### src/rtl/ccg_truth_table_reader.sv
// Sweeps every input vector of a generated combinational circuit, captures the
// responses, compacts them into a MISR signature and streams the table out.
//
// Ports:
//   clk, rst_n        clock, asynchronous active-low reset
//   start             single-cycle sweep request (honoured in IDLE only)
//   stim   [N_IN]     vector driven to the circuit under test
//   resp   [N_OUT]    circuit response, combinational in stim
//   busy, done        sweep/stream activity, one-cycle completion pulse
//   signature [N_OUT] MISR result, held from done until the next start
//   m_valid/m_ready   stream handshake
//   m_data [N_OUT]    captured response for m_index
//   m_index [N_IN]    input vector that m_data belongs to
module ccg_truth_table_reader #(
  parameter int N_IN   = 3,
  parameter int N_OUT  = 8,
  parameter int SETTLE = 1,
  parameter logic [N_OUT-1:0] POLY = N_OUT'(8'h1D)
) (
  input  logic             clk,
  input  logic             rst_n,
  input  logic             start,
  output logic [N_IN-1:0]  stim,
  input  logic [N_OUT-1:0] resp,
  output logic             busy,
  output logic             done,
  output logic [N_OUT-1:0] signature,
  output logic             m_valid,
  input  logic             m_ready,
  output logic [N_OUT-1:0] m_data,
  output logic [N_IN-1:0]  m_index
);

  localparam int DEPTH = 2 ** N_IN;
  localparam logic [N_IN-1:0] LAST = N_IN'(DEPTH - 1);
  localparam logic [3:0] HOLD_LAST = 4'(SETTLE);

  typedef enum logic [1:0] {
    IDLE,
    APPLY,
    STREAM,
    FIN
  } state_t;

  state_t           r_state;
  logic [N_IN-1:0]  r_idx;
  logic [N_IN-1:0]  r_ptr;
  logic [3:0]       r_hold;
  logic [N_OUT-1:0] r_sig;
  logic [N_OUT-1:0] r_mdata;
  logic             r_mvalid;
  logic             r_busy;
  logic             r_done;
  logic [N_OUT-1:0] r_buf [DEPTH];

  logic             w_cap;
  logic [N_IN-1:0]  w_ptr_nx;
  logic [N_OUT-1:0] w_sig_nx;

  assign w_cap    = (r_state == APPLY) && (r_hold == HOLD_LAST);
  assign w_ptr_nx = r_ptr + N_IN'(1);
  assign w_sig_nx = {r_sig[N_OUT-2:0], 1'b0}
                  ^ (r_sig[N_OUT-1] ? POLY : '0)
                  ^ resp;

  assign stim      = r_idx;
  assign busy      = r_busy;
  assign done      = r_done;
  assign signature = r_sig;
  assign m_valid   = r_mvalid;
  assign m_data    = r_mdata;
  assign m_index   = r_ptr;

  // Capture buffer needs no reset; it is always rewritten before streaming.
  always_ff @(posedge clk) begin
    if (w_cap) r_buf[r_idx] <= resp;
  end

  always_ff @(posedge clk or negedge rst_n) begin
    if (!rst_n) begin
      r_state  <= IDLE;
      r_idx    <= '0;
      r_ptr    <= '0;
      r_hold   <= '0;
      r_sig    <= '0;
      r_mdata  <= '0;
      r_mvalid <= 1'b0;
      r_busy   <= 1'b0;
      r_done   <= 1'b0;
    end else begin
      unique case (r_state)
        IDLE: begin
          r_done <= 1'b0;
          if (start) begin
            r_idx   <= '0;
            r_sig   <= '0;
            r_hold  <= '0;
            r_busy  <= 1'b1;
            r_state <= APPLY;
          end
        end
        APPLY: begin
          if (w_cap) begin
            r_sig  <= w_sig_nx;
            r_hold <= '0;
            // Terminal compare first: idx never wraps inside a sweep.
            if (r_idx == LAST) begin
              r_ptr    <= '0;
              r_mdata  <= r_buf[0];
              r_mvalid <= 1'b1;
              r_state  <= STREAM;
            end else begin
              r_idx <= r_idx + N_IN'(1);
            end
          end else begin
            r_hold <= r_hold + 4'd1;
          end
        end
        STREAM: begin
          if (m_ready) begin
            if (r_ptr == LAST) begin
              r_mvalid <= 1'b0;
              r_busy   <= 1'b0;
              r_done   <= 1'b1;
              r_state  <= FIN;
            end else begin
              r_ptr   <= w_ptr_nx;
              r_mdata <= r_buf[w_ptr_nx];
            end
          end
        end
        FIN: begin
          r_done  <= 1'b0;
          r_state <= IDLE;
        end
        default: r_state <= IDLE;
      endcase
    end
  end

endmodule

### config.mk
export PLATFORM = sky130hd
export DESIGN_NAME = ccg_truth_table_reader
export DESIGN_NICKNAME = d
export VERILOG_FILES = /design/src/rtl/ccg_truth_table_reader.sv
export SDC_FILE = /design/constraint.sdc
export NUM_CORES = 1
export LEC_CHECK = 0
export CORE_ASPECT_RATIO = 1.25
export CORE_UTILIZATION = 26
export DETAILED_ROUTE_END_ITERATION = 10
export PLACE_DENSITY = 0.41
export SYNTH_ARGS = -nofsm -noshare
export SYNTH_HDL_FRONTEND = slang
export SYNTH_SLANG_ARGS = --single-unit
### constraint.sdc
create_clock -name clk -period 3.5 [get_ports clk]
set_input_delay 0.7 -clock clk [delete_from_list [all_inputs] [get_ports clk]]
set_output_delay 0.7 -clock clk [all_outputs]
set_load 0.03 [all_outputs]
## Word level (Yosys, flattened, before mapping)

Memories as Yosys holds them, arrays and structs flattened.
Index checks and enable logic that the tools add are counted.

- Flip-flop bits (word level): 31
- RAM bits: 64
- Bits of input ports: 12
- Logic and storage cells: 82
- Memories: 1

- Add/sub/neg operators: 3
- Equality and inequality tests: 13
- Muxes and demuxes: 39
- Bitwise operators: 2
- Reductions and logical operators: 15

Memory list:

| name | depth | bits a word | rd ports | clocked after memory_dff | wr ports | RTL line | source |
|---|---|---|---|---|---|---|---|
| r_buf | 8 | 8 | 2 | 0 | 1 | 54 | `logic [N_OUT-1:0] r_buf [DEPTH];` |

Operators with widths:

| operator | number |
|---|---|
| $mux W8 | 6 |
| $pmux W8 S2 | 2 |
| $mux W3 | 7 |
| $reduce_and A5 Y1 | 3 |
| $ne A2 B2 Y1 const B | 6 |
| $pmux W3 S2 | 2 |
| $mux W2 | 5 |
| $mux W1 | 9 |
| $mux W4 | 2 |
| $pmux W2 S4 | 1 |
| $pmux W4 S2 | 1 |
| $reduce_and A4 Y1 | 2 |
| $reduce_bool A2 Y1 | 4 |
| $xor A8 B5 Y8 | 1 |
| $xor A8 B8 Y8 | 1 |
| $add A3 B1 Y3 const B | 2 |
| $eq A3 B3 Y1 const B | 2 |
| $pmux W1 S2 | 3 |
| $reduce_and A3 Y1 | 2 |
| $mux W5 | 1 |
| $add A4 B1 Y4 const B | 1 |
| $eq A2 B2 Y1 const B | 2 |
| $eq A4 B1 Y1 const B | 1 |
| $eq A2 B1 Y1 const B | 1 |
| other kinds (5) | 5 |

## Depth between registers and ports, before layout

Gate-level depths: netlist of run 1.

- Depth in word-level cells: 5
- Depth in mapped cells: 8
- Depth with buffers taken out: 6

## Least setup slack after synthesis of run 1

OpenSTA, ideal clock, no wires.

- Path type: flip-flop to flip-flop
- Start: register r_hold[1]
- End: memory r_buf[0][0] (enable)
- Setup time: 383 ps
- Arrival time: 2,018 ps
- Path slack: 1,098 ps
- Stages on the path, launching flop included: 7
- Buffers on the path: 1
- Clock period less this slack: 2,402 ps
- Path through: dfrtp_1 -> inv_1 -> ha_1 -> or3b_1 -> buf_2 -> or3_1 -> nor3_1

- Longest elaborated chain between the ends: 4

RTL lines:

| element | RTL line | source |
|---|---|---|
| start, declared | 48 | `logic [3:0] r_hold;` |
| start signal, assigned | 116 | `r_hold <= r_hold + 4'd1;` |
| $eq A4 B1 Y1 | 60 | `assign w_cap = (r_state == APPLY) && (r_hold == HOLD_LAST);` |
| $logic_and A1 B1 Y1 | 60 |  |
| $mux W1 | 76 | `if (w_cap) r_buf[r_idx] <= resp;` |
| $mux W1 (not written as such) | 76 |  |
| end, declared | 54 |  |

No other way between the ends.

## Worst setup path after layout of run 1

- Start: register r_state[1]
- End: memory r_buf[4][6] (enable)

- Longest elaborated chain between the ends: 4

RTL lines:

| element | RTL line | source |
|---|---|---|
| start, declared | 45 | `state_t r_state;` |
| start signal, assigned | 81 | `r_state <= IDLE;` |
| start signal, assigned | 99 | `r_state <= APPLY;` |
| start signal, assigned | 111 | `r_state <= STREAM;` |
| $eq A2 B1 Y1 | 60 |  |
| $logic_and A1 B1 Y1 | 60 |  |
| $mux W1 | 76 |  |
| $mux W1 (not written as such) | 76 |  |

No other way between the ends.

==> impl_metrics.tcl, run 1 <==
set metrics [dict create \
    ys_types 42 \
    cts_resized 0 \
    yosysSeqAreaShare_pct 63.9 \
    synth.most_common_cell "edfxtp_1" \
    p_seq_share_pct 35.9 \
    vias 2488 \
    layout.nets 365 \
    crit_family "simple AND/OR/NAND/NOR gates" \
    synthAdderAreaFrac_pct 3.56 \
    yosys.area.top_type "edfxtp_1" \
    yosys.area_share.simple_pct 8.36 \
    start_util_pct 26.9 \
    htreeDepth 3 \
    finish.utilization_pct 32.9 \
    synth-xor-area-share_pct 2.28 \
    netlist.area_leader.share_pct 45.5 \
    status "finished, final reports clean" \
    diodes 0 \
    irDropWorstVdd_mv 0.263 \
    p_int_mw 2.65 \
    root_buffer "clkbuf_16" \
    grt_pass1_vias 2547 \
    fillers 1597 \
    end_kind "flip-flop" \
    worstHoldStart "m_data[4]" \
    route.met2.wl_mm 4.34 \
    path_buf_inv 2 \
    areaGrowthSynthToFinish_pct 22.1 \
    synth_ff_type "edfxtp_1" \
    pin_count 37 \
    multi_input_area_sq_um 1430 \
    r2r_setup_slack_ns 1.05 \
    dpl_worst_slack_ns 0.825 \
    cp_slowest_cell "nor2_1" \
    r2r-start "r_state[1]" \
    place_congestion 0.687 \
    switching_share_pct 35.7 \
    period_share_pct 70.1 \
    synthCells 299 \
    dp_hpwl_mm 6.37 \
    synth_area_per_cell_sq_um 14.1 \
    synth_seq_cells 95 \
    synth_compound_area_share_pct 9.90 \
    postRouteAntennaNets 0 \
    start_kind "flip-flop" \
    crit_path_cell_trace "inv_1, ha_1, clkinv_1, or3_1, nor2_1" \
    synth_mux_area_share_pct 9.75 \
    dr.pass1.iters 4 \
    num_rows 51 \
    cts_tree "built" \
    synth.top_cells.by_count "edfxtp_1 (64), dfrtp_1 (31), nand2_1 (23)" \
    regArea_sq_um 2700 \
    max_clock_freq_mhz 408 \
    cts.hold.buffers_added 0 \
    clockBufferDepth 2 \
    cp.arrival_ns 2.42 \
    grt-ovfl-total 0 \
    final_max_slew_viol_count 0 \
    drc 0 \
    fin_ws_ns 1.05 \
    clockPowerShare_pct 25.3 \
    final.setup_skew_ns 0.00558 \
    fin_tns_setup_ns 0 \
    comb_power_share_pct 38.7 \
    setup_viol 0 \
    dieArea_sq_um 16800 \
    max_slew.worst_pin.slew_ns 0.809 \
    yosysWarningCount 0 \
    setup.worst_path.start "r_state[1]" \
    clock_latency_ns 0.34 \
    clock-sinks 95 \
    top_layer_used "met4" \
    syn_nets 323 \
    drive_above_1_share_pct 12.1 \
    post_cts_buffers 0 \
    cap_viol_max_count 0 \
    io_buffers 36 \
    route.met3.wl_microns 277 \
    wl_met1_mm 4.37 \
    slowest_delay_ns 0.57 \
    routedWlPerCell_microns 16.4 \
    p_leak_nw 1.82 \
    antenna_found_initial 0 \
    netlist_area_sq_um 4220 \
    cts-buffers-inserted 9 \
    synth-edff-count 64 \
    cp.required_ns 3.47 \
    setup.worst_path.class "reg2reg" \
    netlist_top_cells_area "edfxtp_1 (46%), dfrtp_1 (18%), mux4_2 (5.3%)" \
    grtUsageTotal_pct 12.2 \
    p_sw_mw 1.47 \
    hold_class "reg2reg" \
    grt_max_degree 32 \
    rsz0062_at_grt "false" \
    die_h_microns 144 \
    period_minus_slack_ns 2.45 \
    synth_top_family_by_area "compound AO/OA/AOI/OAI gates" \
    wl_mm 9.17 \
    slew_headroom_pct 46.0 \
    core_sq_um 15700 \
    clk_pin_slew_ns 0.07 \
    grt_pass1_wl_mm 14.8 \
    fp.dieW_microns 116 \
    power_density_nw_per_um2 800 \
    path_max_fanout 10 \
    hold_violations 0 \
    async_reset_ff_share_pct 32.6 \
    via_per_inst 4.46 \
    drtIter0Drc 111 \
]
[path summary, 6_finish.rpt]
check / to / cells after the start
worst max-delay path: r_buf[4][6] / 5
worst min-delay path: m_data[4] / 1
worst max register to register: r_buf[4][6] / 5
worst min register to register: m_data[4] / 1
max in group asynchronous: m_data[6] / 2
min in group asynchronous: r_hold[2] / 2
[sequential cells by signal, indices dropped and copies added, names as in the netlist]
register,count
r_buf,64
m_data,8
signature,8
r_hold,4
m_index,3
stim,3
r_state,2
busy,1
done,1
m_valid,1
[power groups by stage]
stage          Sequential [mW]  Combinational, mW  Clock (mW)
2_1_floorplan             1.70               1.03           0
3_3_place_gp              1.51               1.61           0
3_5_place_dp              1.51               1.62           0
4_1_cts                   1.49               1.63        1.09
5_1_grt                   1.51               1.77        1.12
6_report                  1.48               1.60        1.05
[cells in the final DEF (no fill, tap or decap), drive strengths merged, types with 3 or more instances in the layout]
master          n
a21o            7
o31ai           8
a2111oi         3
mux2i          16
dfrtp          31
nor2b           6
nor3            3
nand3           7
ha             12
nor2           17
o21ai          18
clkdlybuf4s50  36
o22ai           3
xnor2          10
buf             9
inv             6
edfxtp         64
mux4           10
nand2b          8
clkinv          3
a211oi          5
a21oi           9
clkbuf         11
nand2          23
[final cells by class]
class                   instances  share of cell area (%)
inverters                       6                   0.437
repair buffers                 45                    8.30
flip-flops and latches         95                    52.3
multi-input cells             184                    27.7
well taps                     212                    5.14
clock inverters                 5                    1.60
clock buffers                  11                    4.51
[worst reg2reg max path, stage by stage (launching register included)]
cell and delay [ns]:
dfrtp_1 0.38, inv_1 0.13, ha_1 0.20, clkinv_1 0.29, or3_1 0.51, nor2_1 0.57
[per-layer routing]
layer  up-vias  GRT usage, %
met5         -             0
met4         0          5.53
met3        12          2.43
met2        49          19.2
met1      1223          16.2
li1       1204             -
[through the flow]
step | total power, mW | hold WS, ns | instance area, sq um | std cells
floorplan | 2.72 | 0.404 | 4220 | 299
global placement | 3.12 | 0.467 | 4840 | 542
detailed placement | 3.14 | 0.469 | 4840 | 542
CTS | 4.21 | 0.485 | 5160 | 558
global route | 4.40 | 0.502 | 5160 | 558
finish | 4.13 | 0.478 | 5160 | 558
[kinds of logic (layout without fill, tap and decap cells)]
| family | after synthesis | count (layout) |
|---|---|---|
| XOR/XNOR | 11 | 11 |
| AND/OR/NAND/NOR | 73 | 73 |
| flip-flops | 95 | 95 |
| multiplexers | 28 | 28 |
| adder cells (fa/ha/maj) | 12 | 12 |
| AO/OA/AOI/OAI | 60 | 60 |
| buffers and inverters | 20 | 67 |
Note: power is estimated with default switching activity, not from simulation.
==> run 2, diff against run 1 <==
PLACE_DENSITY = 0.43   (was 0.41)
clock period = 2.2 ns   (was 3.5 ns; I/O delays follow)
==> run 2 against run 1 <==
Sequential power is 59% higher. Clock power grew 42%. Critical path type is now reg2out. Worst setup slack got worse by 0.93 ns. Final cell count up 4.3%. First-iteration DRC count shrank 32%.
==> impl_metrics.tcl, run 2 (same netlist as run 1, synthesis figures left out) <==
set metrics [dict create \
    finish.utilization_pct 34.0 \
    htreeDepth 3 \
    setup.worst_path.class "reg2out" \
    hold_class "in2async" \
    drive_above_1_share_pct 19.5 \
    dp_hpwl_mm 6.99 \
    period_share_pct 94.9 \
    core_sq_um 15700 \
    hold_violations 0 \
    cp_slowest_cell "clkdlybuf4s50_1" \
    slowest_delay_ns 0.71 \
    status "finished, final reports clean" \
    postRouteAntennaNets 0 \
    grt-ovfl-total 0 \
    cts_tree "built" \
    grt_max_degree 19 \
    use_met3_pct 2.60 \
    dr.pass1.iters 4 \
    grt_use_met2_pct 20.7 \
    cp.arrival_ns 1.65 \
    io_buffers 36 \
    clock_latency_ns 0.34 \
    max_clock_freq_mhz 479 \
    layout_commonest_cell "edfxtp_1" \
    period_minus_slack_ns 2.09 \
    final.setup_skew_ns 0.00906 \
    routedWlPerCell_microns 16.8 \
    power_density_nw_per_um2 1240 \
    hold_ws_ns 0.388 \
    via_per_inst 4.51 \
    die_h_microns 144 \
    vias 2622 \
    rsz0062_at_grt "false" \
    slew_headroom_pct 72.6 \
    crit_path_cell_trace "buf_4, clkdlybuf4s50_1" \
    areaGrowthSynthToFinish_pct 26.5 \
    cts-buffers-inserted 9 \
    clock-sinks 95 \
    regArea_sq_um 2700 \
    wl_mm 9.75 \
    root_buffer "clkbuf_16" \
    largest_reg_flops 64 \
    cts_resized 0 \
    cap_viol_max_count 0 \
    top_register "r_buf" \
    cp.required_ns 1.76 \
    top_usage_layer "met2" \
    grtUsageTotal_pct 12.7 \
    multi_input_area_sq_um 1440 \
    crit_family "buffers and inverters" \
    diodes 0 \
    place_congestion 0.733 \
    final_cell_mix "edfxtp_1 (64), clkdlybuf4s50_1 (36), buf_4 (31)" \
    drtIter0Drc 75 \
    fillers 1617 \
    clockBufferDepth 2 \
    start_kind "flip-flop" \
    drc 0 \
    grt_use_met1_pct 16.5 \
    path_max_fanout 13 \
    antenna_found_initial 0 \
    fp.dieW_microns 116 \
    dieArea_sq_um 16800 \
    path_buf_inv 2 \
    grt_pass1_vias 2708 \
    irDropWorstVdd_mv 0.613 \
    pin_count 37 \
    setup_viol 0 \
    grt_pass1_wl_mm 15.3 \
    max_slew.worst_pin.slew_ns 0.409 \
    end_kind "output port" \
    p_leak_nw 1.93 \
    cts.hold.buffers_added 0 \
    layout.nets 389 \
    post_cts_buffers 0 \
    start_util_pct 26.9 \
    clk_pin_slew_ns 0.07 \
    final_max_slew_viol_count 0 \
    num_rows 51 \
    fin_tns_setup_ns 0 \
]
## run 2: cell types whose count changed in the layout (fill, tap and decap cells not counted), moves of 2 or more
cell,change
bufinv_16,-2
clkinvlp_4,+2
buf_12,+2
buf_4,+22
## run 2: layer usage
layer,vias up,share of wire (%)
met5,-,0
met4,0,1.5
met3,8,2.6
met2,46,49
met1,1310,47
li1,1258,-
## run 2: final timing paths
| path | slack, ns | startpoint | endpoint | cells after the start |
|---|---|---|---|---|
| max | 0.11 | m_index[0] | m_index[0] | 2 |
| min | 0.39 | rst_n | r_state[0] | 1 |
| max reg2reg | 0.12 | r_hold[1] | stim[0] | 7 |
| min reg2reg | 0.48 | m_data[1] | m_data[1] | 2 |
| max in group asynchronous | 1.27 | rst_n | signature[7] | 2 |
| min in group clk | 0.48 | m_data[1] | m_data[1] | 2 |
## run 2: report_power, final
group          internal [mW]  switching [mW]  leakage (nW)
Sequential              2.16           0.185         0.970
Combinational           1.23            1.55         0.828
Clock                  0.785           0.708         0.132
## run 2: area by class of cell
type | count | share of cell area [%]
tap | 212 | 4.96
timing repair buffer | 69 | 11.8
clock buffer | 10 | 4.28
multi-input combinational | 184 | 27.0
inverter | 6 | 0.421
clock inverter | 6 | 0.983
sequential | 95 | 50.5
## run 2: worst reg2reg max path, cell delays in order (launching register included)
cell and delay [ns]:
dfrtp_1 0.41, inv_1 0.07, ha_1 0.14, or3b_1 0.42, buf_4 0.18, a21o_1 0.24, a21oi_1 0.16, mux2_2 0.35
## run 2: through the flow
stage,power (mW),setup slack (ns),std cells,cell area [sq um]
after floorplan,4.34,0.00767,299,4230
after global placement,5.18,0.109,566,5050
after detailed placement,5.20,0.0999,566,5050
after CTS,6.71,0.0821,582,5340
after global routing,7.00,0.0102,582,5340
final,6.62,0.113,582,5340
